**config.mk**
```make
export PLATFORM = sky130hd
export DESIGN_NAME = dct_butterfly_stage
export DESIGN_NICKNAME = d
export VERILOG_FILES = /design/src/rtl/dct_butterfly_stage.sv
export SDC_FILE = /design/constraint.sdc
export NUM_CORES = 1
export LEC_CHECK = 0
export CAP_MARGIN = 20
export CORE_MARGIN = 2
export CORE_UTILIZATION = 45
export DETAILED_ROUTE_END_ITERATION = 10
export HOLD_SLACK_MARGIN = 0.12
export PLACE_DENSITY = 0.74
export SLEW_MARGIN = 10
export SYNTH_ARGS = -nofsm -noshare
export SYNTH_HDL_FRONTEND = slang
export SYNTH_SLANG_ARGS = --single-unit
export TNS_END_PERCENT = 5
```
**constraint.sdc**
```tcl
create_clock -name clk -period 4.8 [get_ports clk]
set_clock_uncertainty 0.1 [all_clocks]
set_input_delay 1.44 -clock clk [delete_from_list [all_inputs] [get_ports clk]]
set_output_delay 1.44 -clock clk [all_outputs]
set_load 0.05 [all_outputs]
```
**src/rtl/dct_butterfly_stage.sv**
```systemverilog
// First butterfly stage of an 8-point DCT: buffers one frame of x[0..7]
// and streams the four (x[i] + x[7-i], x[i] - x[7-i]) pairs downstream.
module dct_butterfly_stage #(
    parameter int DATA_W = 16
) (
    input  logic              clk,
    input  logic              rst_n,
    input  logic              in_valid,
    output logic              in_ready,
    input  logic [DATA_W-1:0] in_data,
    output logic              out_valid,
    input  logic              out_ready,
    output logic [DATA_W:0]   out_sum,
    output logic [DATA_W:0]   out_diff,
    output logic [1:0]        out_idx,
    output logic              out_last
);

    typedef enum logic {
        LOAD = 1'b0,
        EMIT = 1'b1
    } state_t;

    localparam logic [DATA_W:0] ONE = 1;

    state_t state_q;
    state_t state_d;

    logic [2:0] wr_cnt_q;
    logic [1:0] rd_cnt_q;

    logic [DATA_W-1:0] buf_q [8];

    logic in_hs;
    logic out_hs;
    logic frame_done;
    logic emit_done;

    logic [2:0] rd_lo;
    logic [2:0] rd_hi;
    logic [DATA_W:0] op_a;
    logic [DATA_W:0] op_b;
    logic [DATA_W:0] sum_w;
    logic [DATA_W:0] diff_w;

    assign in_hs      = in_valid & in_ready;
    assign out_hs     = out_valid & out_ready;
    assign frame_done = in_hs & (wr_cnt_q == 3'd7);
    assign emit_done  = out_hs & (rd_cnt_q == 2'd3);

    always_ff @(posedge clk or negedge rst_n) begin
        if (!rst_n) begin
            state_q <= LOAD;
        end else begin
            state_q <= state_d;
        end
    end

    always_comb begin
        state_d = state_q;
        unique case (state_q)
            LOAD: if (frame_done) state_d = EMIT;
            EMIT: if (emit_done)  state_d = LOAD;
            default: state_d = LOAD;
        endcase
    end

    always_ff @(posedge clk or negedge rst_n) begin
        if (!rst_n) begin
            wr_cnt_q <= 3'd0;
            rd_cnt_q <= 2'd0;
        end else begin
            if (in_hs) begin
                wr_cnt_q <= wr_cnt_q + 3'd1;
            end
            if (frame_done) begin
                rd_cnt_q <= 2'd0;
            end else if (out_hs) begin
                rd_cnt_q <= rd_cnt_q + 2'd1;
            end
        end
    end

    // in_ready is low in EMIT, so the frame is frozen while results drain.
    always_ff @(posedge clk) begin
        if (in_hs) begin
            buf_q[wr_cnt_q] <= in_data;
        end
    end

    assign rd_lo = {1'b0, rd_cnt_q};
    assign rd_hi = 3'd7 - rd_lo;
    assign op_a  = {buf_q[rd_lo][DATA_W-1], buf_q[rd_lo]};
    assign op_b  = {buf_q[rd_hi][DATA_W-1], buf_q[rd_hi]};

    // One guard bit keeps both results exact for any pair of inputs.
    assign sum_w  = op_a + op_b;
    assign diff_w = op_a + ~op_b + ONE;

    always_comb begin
        in_ready  = 1'b0;
        out_valid = 1'b0;
        out_sum   = '0;
        out_diff  = '0;
        out_idx   = 2'd0;
        out_last  = 1'b0;
        unique case (state_q)
            LOAD: begin
                in_ready = 1'b1;
            end
            EMIT: begin
                out_valid = 1'b1;
                out_sum   = sum_w;
                out_diff  = diff_w;
                out_idx   = rd_cnt_q;
                out_last  = (rd_cnt_q == 2'd3);
            end
            default: begin
                in_ready = 1'b0;
            end
        endcase
    end

endmodule

```
==> reports/metrics.cfg, run 1 <==
[outcome]
status = finished, violations left
violations = setup timing

[global_route]
grt_pass1_wl_mm = 24.90
first_global_vias = 4430
antenna_found_initial = 0
grtUsageTotal_pct = 20.72
grt_max_degree = 26
grt_overflow = 0

[route]
drt_wl_total_mm = 16.15
drt_iter0_drc = 501
wl_per_cell_microns = 20.78
ant_nets = 0
vias = 4267
drt_first_pass_iters = 5
viasPerCell = 5.492
drc = 0

[place]
dp_hpwl_mm = 10.70
placement.io_buffers = 58
gp_congestion = 0.8710

[floorplanning]
die_area_sq_um = 15860
die_w_microns = 125.9
coreArea_sq_um = 14530
initial_core_util_pct = 46.03
rows = 44
ios = 59
die_h_microns = 125.9

[final_layout]
final_layout_size_suffix_gt1_share_pct = 39.29
n_fill_cell = 1009
final_nets = 637
areaGrowthSynthToFinish_pct = 39.65
utilization_pct = 64.28
diodes = 0

[clock_tree]
root_buffer = clkbuf_16
clk_pin_slew_ns = 0.06
clock-sinks = 134
insertion_delay_ns = 0.40
cts.path.max_buffers = 2
cts_buffers = 17
cts_tree = done
cts_htree_levels = 4

[timing]
rsz0062_at_grt = yes
finalCritPeriodShare_pct = 105.9
worst_slack_ns = -0.2846
tns_ns = -3.286
clock.fmax_mhz = 196.7
slew_headroom_pct = 58.57
period_minus_slack_ns = 5.085
hold_ws_ns = 0.4516
setup_viol = 21
worst_pin_slew_ns = 0.6177
drv_slew = 0
hold_viol = 0

[critical_path]
r2r-end = buf_q[7][4]$_DFFE_PP_
cp.required_ns = 3.26
reg2reg_slack_ns = 2.57
worstRegToRegCells = 5
timing.rr.start = state_q$_DFF_PN0_
worstPathArrival_ns = 3.54
path_max_fanout = 6
end_kind = output pin
critPathKind = flop to output pin
critPathLaunchType = flop

[synthesis]
post-synth-top-count-cell = edfxtp_1
synth-seq-cells = 134
synth.distinct_cells = 49
ys_top_cells_by_area = edfxtp_1 (57%), mux4_2 (11%), ha_1 (6.5%)
synthFlopType = edfxtp_1
synth_common_cells = edfxtp_1 (128), ha_1 (35), nor2_1 (34), mux4_2 (32), nand2_1 (30)
syn_area_sq_um = 6690
async_flop_share_pct = 4.478
synth_top_area_share_pct = 57.45
synth_nets = 519
yosys_warnings = 0
post-synth-top-area-cell = edfxtp_1
synth_edf_count = 128
syn_area_per_cell_sq_um = 14.48
ys_seq_area_share_pct = 59.70
syn_inst = 462

[hold_path]
min_from = wr_cnt_q[0]$_DFFE_PN0P_
holdCritPathClass = flop to flop
min_to = wr_cnt_q[0]$_DFFE_PN0P_
holdPathStages = 1

[flow_run]
cap_violations = 0

logic make-up after synthesis:
family | synth area share (%)
AO/OA/AOI/OAI | 7.761
multiplexers | 12.90
XOR/XNOR | 2.095
AND/OR/NAND/NOR | 7.107
flip-flops | 59.70
buffers and inverters | 3.291
adder cells (fa/ha/maj) | 7.144
critical path, stage by stage, from the launching register on:
cell and delay (ns):
dfrtp_2 0.42, buf_6 0.15, buf_4 0.11, mux4_2 0.52, inv_2 0.10, ha_4 0.21, nor3b_4 0.22, o31ai_2 0.10
a211o_1 0.30, a21bo_4 0.24, o41ai_4 0.30, mux2i_4 0.31, buf_12 0.16
layer usage:
| layer | wire, microns | track usage, % | up-vias |
|---|---|---|---|
| li1 | - | - | 1996 |
| met1 | 6871 | 26.67 | 2136 |
| met2 | 8416 | 35.39 | 115 |
| met3 | 626 | 4.460 | 20 |
| met4 | 233 | 6.464 | 0 |
| met5 | 0 | 0 | - |
per-stage QoR:
stage,std cells,setup slack (ns),instance area [sq um]
floorplan,462,-0.1237,6783
finish,777,-0.2846,9343
global placement,730,-0.01536,8213
CTS,773,-0.3079,9230
detailed placement,730,-0.03290,8213
global route,777,-0.4101,9343
cells in the final DEF (no fill, tap or decap), types with 3 or more instances in the layout:
master and n:
mux4_2 32, nand2b_1 4, clkbuf_16 17, ha_2 3, clkdlybuf4s50_1 26, nand3_1 3
ha_4 8, nor2b_1 5, a21o_1 4, nor3_1 5, a31oi_1 3, edfxtp_1 128
nand2_1 29, nor2_1 27, o31ai_2 4, o21ai_2 3, dfrtp_1 4, buf_6 3
xnor2_1 13, and3_1 3, o21ai_0 4, and2_1 6, nor3_2 3, inv_2 7
mux2i_4 3, inv_1 22, o31ai_1 5, a21oi_1 24, o31a_1 4, buf_12 33
nand4_1 3, bufinv_16 8, clkinv_1 3, buf_4 59, nor2_2 7, ha_1 24
mux2i_2 9, xor2_1 3
sequential cells by signal, summed over array words and instances, names as in the netlist:
signal    count
buf_q       128
state_q       1
wr_cnt_q      3
rd_cnt_q      2
final cells by class:
type                       instances  area [sq um]  share of cell area, %
clock buffer                      17         425.4                  4.553
tap                              184         230.2                  2.464
timing repair buffer             123          1428                  15.28
sequential                       134          3996                  42.77
inverter                          30         112.6                  1.205
clock inverter                    15         281.5                  3.013
multi-input combinational        274          2869                  30.71
how the worst max path moves through the flow:
| stage | slack [ns] | cells past startpoint | endpoint | start |
|---|---|---|---|---|
| after floorplan | -0.12 | 10 | out_diff[11] | rd_cnt_q[0]$_DFFE_PN0P_ |
| after global placement | -0.02 | 11 | out_sum[16] | rd_cnt_q[0]$_DFFE_PN0P_ |
| after detailed placement | -0.03 | 10 | out_sum[10] | rd_cnt_q[0]$_DFFE_PN0P_ |
| after CTS | -0.31 | 10 | out_sum[15] | rd_cnt_q[0]$_DFFE_PN0P_ |
| after global routing | -0.41 | 13 | out_diff[14] | rd_cnt_q[0]$_DFFE_PN0P_ |
| final | -0.28 | 12 | out_sum[15] | rd_cnt_q[0]$_DFFE_PN0P_ |
what timing repair did:
action	CTS	global route
gates resized for setup	51	23
pin swaps	13	12
gates cloned	0	0
hold buffers	0	0
setup buffers	12	4
setup endpoints to repair	22	23
Power of run 1 is not shown: default switching activity piles up to over one toggle a cycle in this logic, so the estimate is an artifact.
==> run 2: changes to the inputs <==
--- a/config.mk
+++ b/config.mk
@@ -5,8 +5,9 @@
 export SDC_FILE = /design/constraint.sdc
 export NUM_CORES = 1
 export LEC_CHECK = 0
+export ABC_CLOCK_PERIOD_IN_PS = 5800
 export CAP_MARGIN = 20
-export CORE_MARGIN = 2
+export CORE_MARGIN = 1
 export CORE_UTILIZATION = 45
 export DETAILED_ROUTE_END_ITERATION = 10
 export HOLD_SLACK_MARGIN = 0.12
==> constraint.sdc (replaced) <==
create_clock -name clk -period 5.8 [get_ports clk]
set_clock_uncertainty 0.1 [all_clocks]
set_input_delay 1.74 -clock clk [delete_from_list [all_inputs] [get_ports clk]]
set_output_delay 1.74 -clock clk [all_outputs]
set_load 0.05 [all_outputs]
==> reports/metrics.cfg, run 2 (same netlist as run 1, synthesis figures left out) <==
[outcome]
status = finished, final reports clean  ; was finished, violations left

[clock_tree]
cts_htree_levels = 4  ; unchanged
cts.path.max_buffers = 2  ; unchanged
cts_buffers = 17  ; unchanged
clock-sinks = 134  ; unchanged
insertion_delay_ns = 0.41  ; was 0.40 ns
cts_tree = done  ; unchanged
root_buffer = clkbuf_16  ; unchanged
clk_pin_slew_ns = 0.06  ; about the same

[global_route]
grt_overflow = 0  ; unchanged
first_global_vias = 4078  ; was 4430
grt_pass1_wl_mm = 22.51  ; was 24.90 mm
grtUsageTotal_pct = 20.49  ; was 20.72%
grt_max_degree = 26  ; unchanged
antenna_found_initial = 0  ; unchanged

[final_layout]
final_common_cell = edfxtp_1  ; unchanged
seq_area_sq_um = 3999  ; was 3996 sq um
final_nets = 586  ; was 637
utilization_pct = 57.87  ; was 64.28%
reg.largest.list = buf_q x128, wr_cnt_q x3, rd_cnt_q x2  ; unchanged
largest_reg_flops = 128  ; unchanged
final_layout_size_suffix_gt1_share_pct = 22.32  ; was 39.29%
mostFrequentLayoutCells = edfxtp_1 (128), ha_1 (33), clkdlybuf4s50_1 (33)  ; was edfxtp_1 (128), buf_4 (59), buf_12 (33)
areaGrowthSynthToFinish_pct = 25.72  ; was 39.65%
n_fill_cell = 1106  ; was 1009
diodes = 0  ; unchanged
multiInputGateArea_sq_um = 2541  ; was 2869 sq um
top_register = buf_q  ; unchanged

[critical_path]
path_max_fanout = 8  ; was 6
worstPathArrival_ns = 3.84  ; was 3.54 ns
critPathKind = flop to output pin  ; unchanged
cp.required_ns = 3.96  ; was 3.26 ns
path_buf_inv = 3  ; was 4
cp_slowest_cell = mux4_2  ; unchanged
end_kind = output pin  ; unchanged
slowest_delay_ns = 0.57  ; was 0.52 ns
path_cells = buf_2 > mux4_2 > inv_1 > ha_2 > nor3b_4 > o31ai_2 > a211o_1 > a21bo_1 > o41ai_4 > mux2i_1 > buf_12  ; was buf_6 > buf_4 > mux4_2 > inv_2 > ha_4 > nor3b_4 > o31ai_2 > a211o_1 > a21bo_4 > o41ai_4 > mux2i_4 > buf_12
critPathLaunchType = flop  ; unchanged
path_delay_family = compound AO/OA/AOI/OAI gates  ; unchanged

[timing]
finalCritPeriodShare_pct = 97.87
hold_viol = 0  ; unchanged
period_minus_slack_ns = 5.676
drv_slew = 0  ; unchanged
slew_headroom_pct = 26.69  ; was 58.57%
setup_viol = 0  ; was 21
clock.fmax_mhz = 176.2
worst_slack_ns = 0.1238  ; was -0.2846 ns
worst_pin_slew_ns = 1.098  ; was 0.6177 ns

[place]
dp_hpwl_mm = 10.21  ; was 10.70 mm
dpl_worst_slack_ns = 0.4354  ; was -0.03290 ns
gp_congestion = 0.8682  ; was 0.8710
placement.io_buffers = 58  ; unchanged

[floorplanning]
initial_core_util_pct = 46.03  ; unchanged
rows = 44  ; unchanged
die_w_microns = 123.9  ; was 125.9 microns
die_h_microns = 123.9  ; was 125.9 microns
ios = 59  ; unchanged
die_area_sq_um = 15360  ; was 15860 sq um
coreArea_sq_um = 14530  ; unchanged

[route]
drt_first_pass_iters = 5  ; unchanged
drt_iter0_drc = 295  ; was 501
viasPerCell = 5.525  ; was 5.492
met1_length_mm = 6.603  ; was 6.871 mm
drt_wl_total_mm = 14.80  ; was 16.15 mm
ant_nets = 0  ; unchanged
vias = 4011  ; was 4267
met2_length_mm = 7.365  ; was 8.416 mm
wl_per_cell_microns = 20.39  ; was 20.78 microns
drc = 0  ; unchanged
met3WireLength_microns = 630  ; was 626 microns
routed.top_layer = met4  ; unchanged

[flow_run]
cap_violations = 0  ; unchanged

[hold_path]
holdCritPathClass = flop to flop  ; unchanged

-- run 2: cell count changes in the layout (fill, tap and decap cells not counted), moves of 8 or more --
cell / previous run / this run
buf_12: 33 / 20
ha_4: 8 / 0
ha_1: 24 / 33
mux2i_1: 0 / 12
mux2i_2: 9 / 0
buf_4: 59 / 17
-- run 2: metal layers --
| layer | up-vias | track usage, % |
|---|---|---|
| met1 | 1988 | 27.56 |
| li1 | 1896 | - |
| met4 | 0 | 8.482 |
| met2 | 113 | 32.95 |
| met5 | - | 0 |
| met3 | 14 | 3.709 |
-- run 2: timing repair --
| item | in CTS | in global routing |
|---|---|---|
| hold buffers | 0 | 0 |
| pin swaps | 0 | 0 |
| setup endpoints to repair | 3 | 8 |
| setup buffers | 0 | 8 |
| resized for setup | 2 | 9 |
-- run 2: final cells by class --
cell class / instances / area share (%)
Inverter: 30 / 1.339
Sequential cell: 134 / 47.55
Clock inverter: 14 / 2.469
Timing Repair Buffer: 72 / 10.59
Tap cell: 184 / 2.737
Clock buffer: 18 / 5.103
Multi-Input combinational cell: 274 / 30.21
-- run 2: path summary, 6_finish.rpt --
kind,from,endpoint,slack (ns),depth (start not counted)
worst max-delay path,rd_cnt_q[0]$_DFFE_PN0P_,out_sum[15],0.12,11
worst min-delay path,wr_cnt_q[0]$_DFFE_PN0P_,wr_cnt_q[0]$_DFFE_PN0P_,0.45,1
worst max register to register,state_q$_DFF_PN0_,buf_q[2][10]$_DFFE_PP_,3.07,4
worst min register to register,wr_cnt_q[0]$_DFFE_PN0P_,wr_cnt_q[0]$_DFFE_PN0P_,0.45,1
max in group asynchronous,rst_n,rd_cnt_q[0]$_DFFE_PN0P_,3.83,1
min in group asynchronous,rst_n,state_q$_DFF_PN0_,1.49,1
-- run 2: metrics by stage --
| stage | hold WS (ns) | area [sq um] | setup TNS, ns | instances |
|---|---|---|---|---|
| CTS | 0.4550 | 8318 | 0 | 718 |
| finish | 0.4503 | 8411 | 0 | 726 |
| global placement | 0.4014 | 7677 | 0 | 686 |
| global route | 0.4888 | 8411 | -0.05553 | 726 |
| floorplan | 0.3805 | 6690 | 0 | 462 |
| detailed placement | 0.4388 | 7677 | 0 | 686 |
-- run 2: worst register-to-register path: cells and delay by family, from the launching register on --
| kind | cells | cell delay [ns] |
|---|---|---|
| AND/OR/NAND/NOR | 3 | 1.64 |
| flip-flops | 1 | 0.38 |
| buffers and inverters | 1 | 0.22 |
Power of run 2 is left out for the same reason.
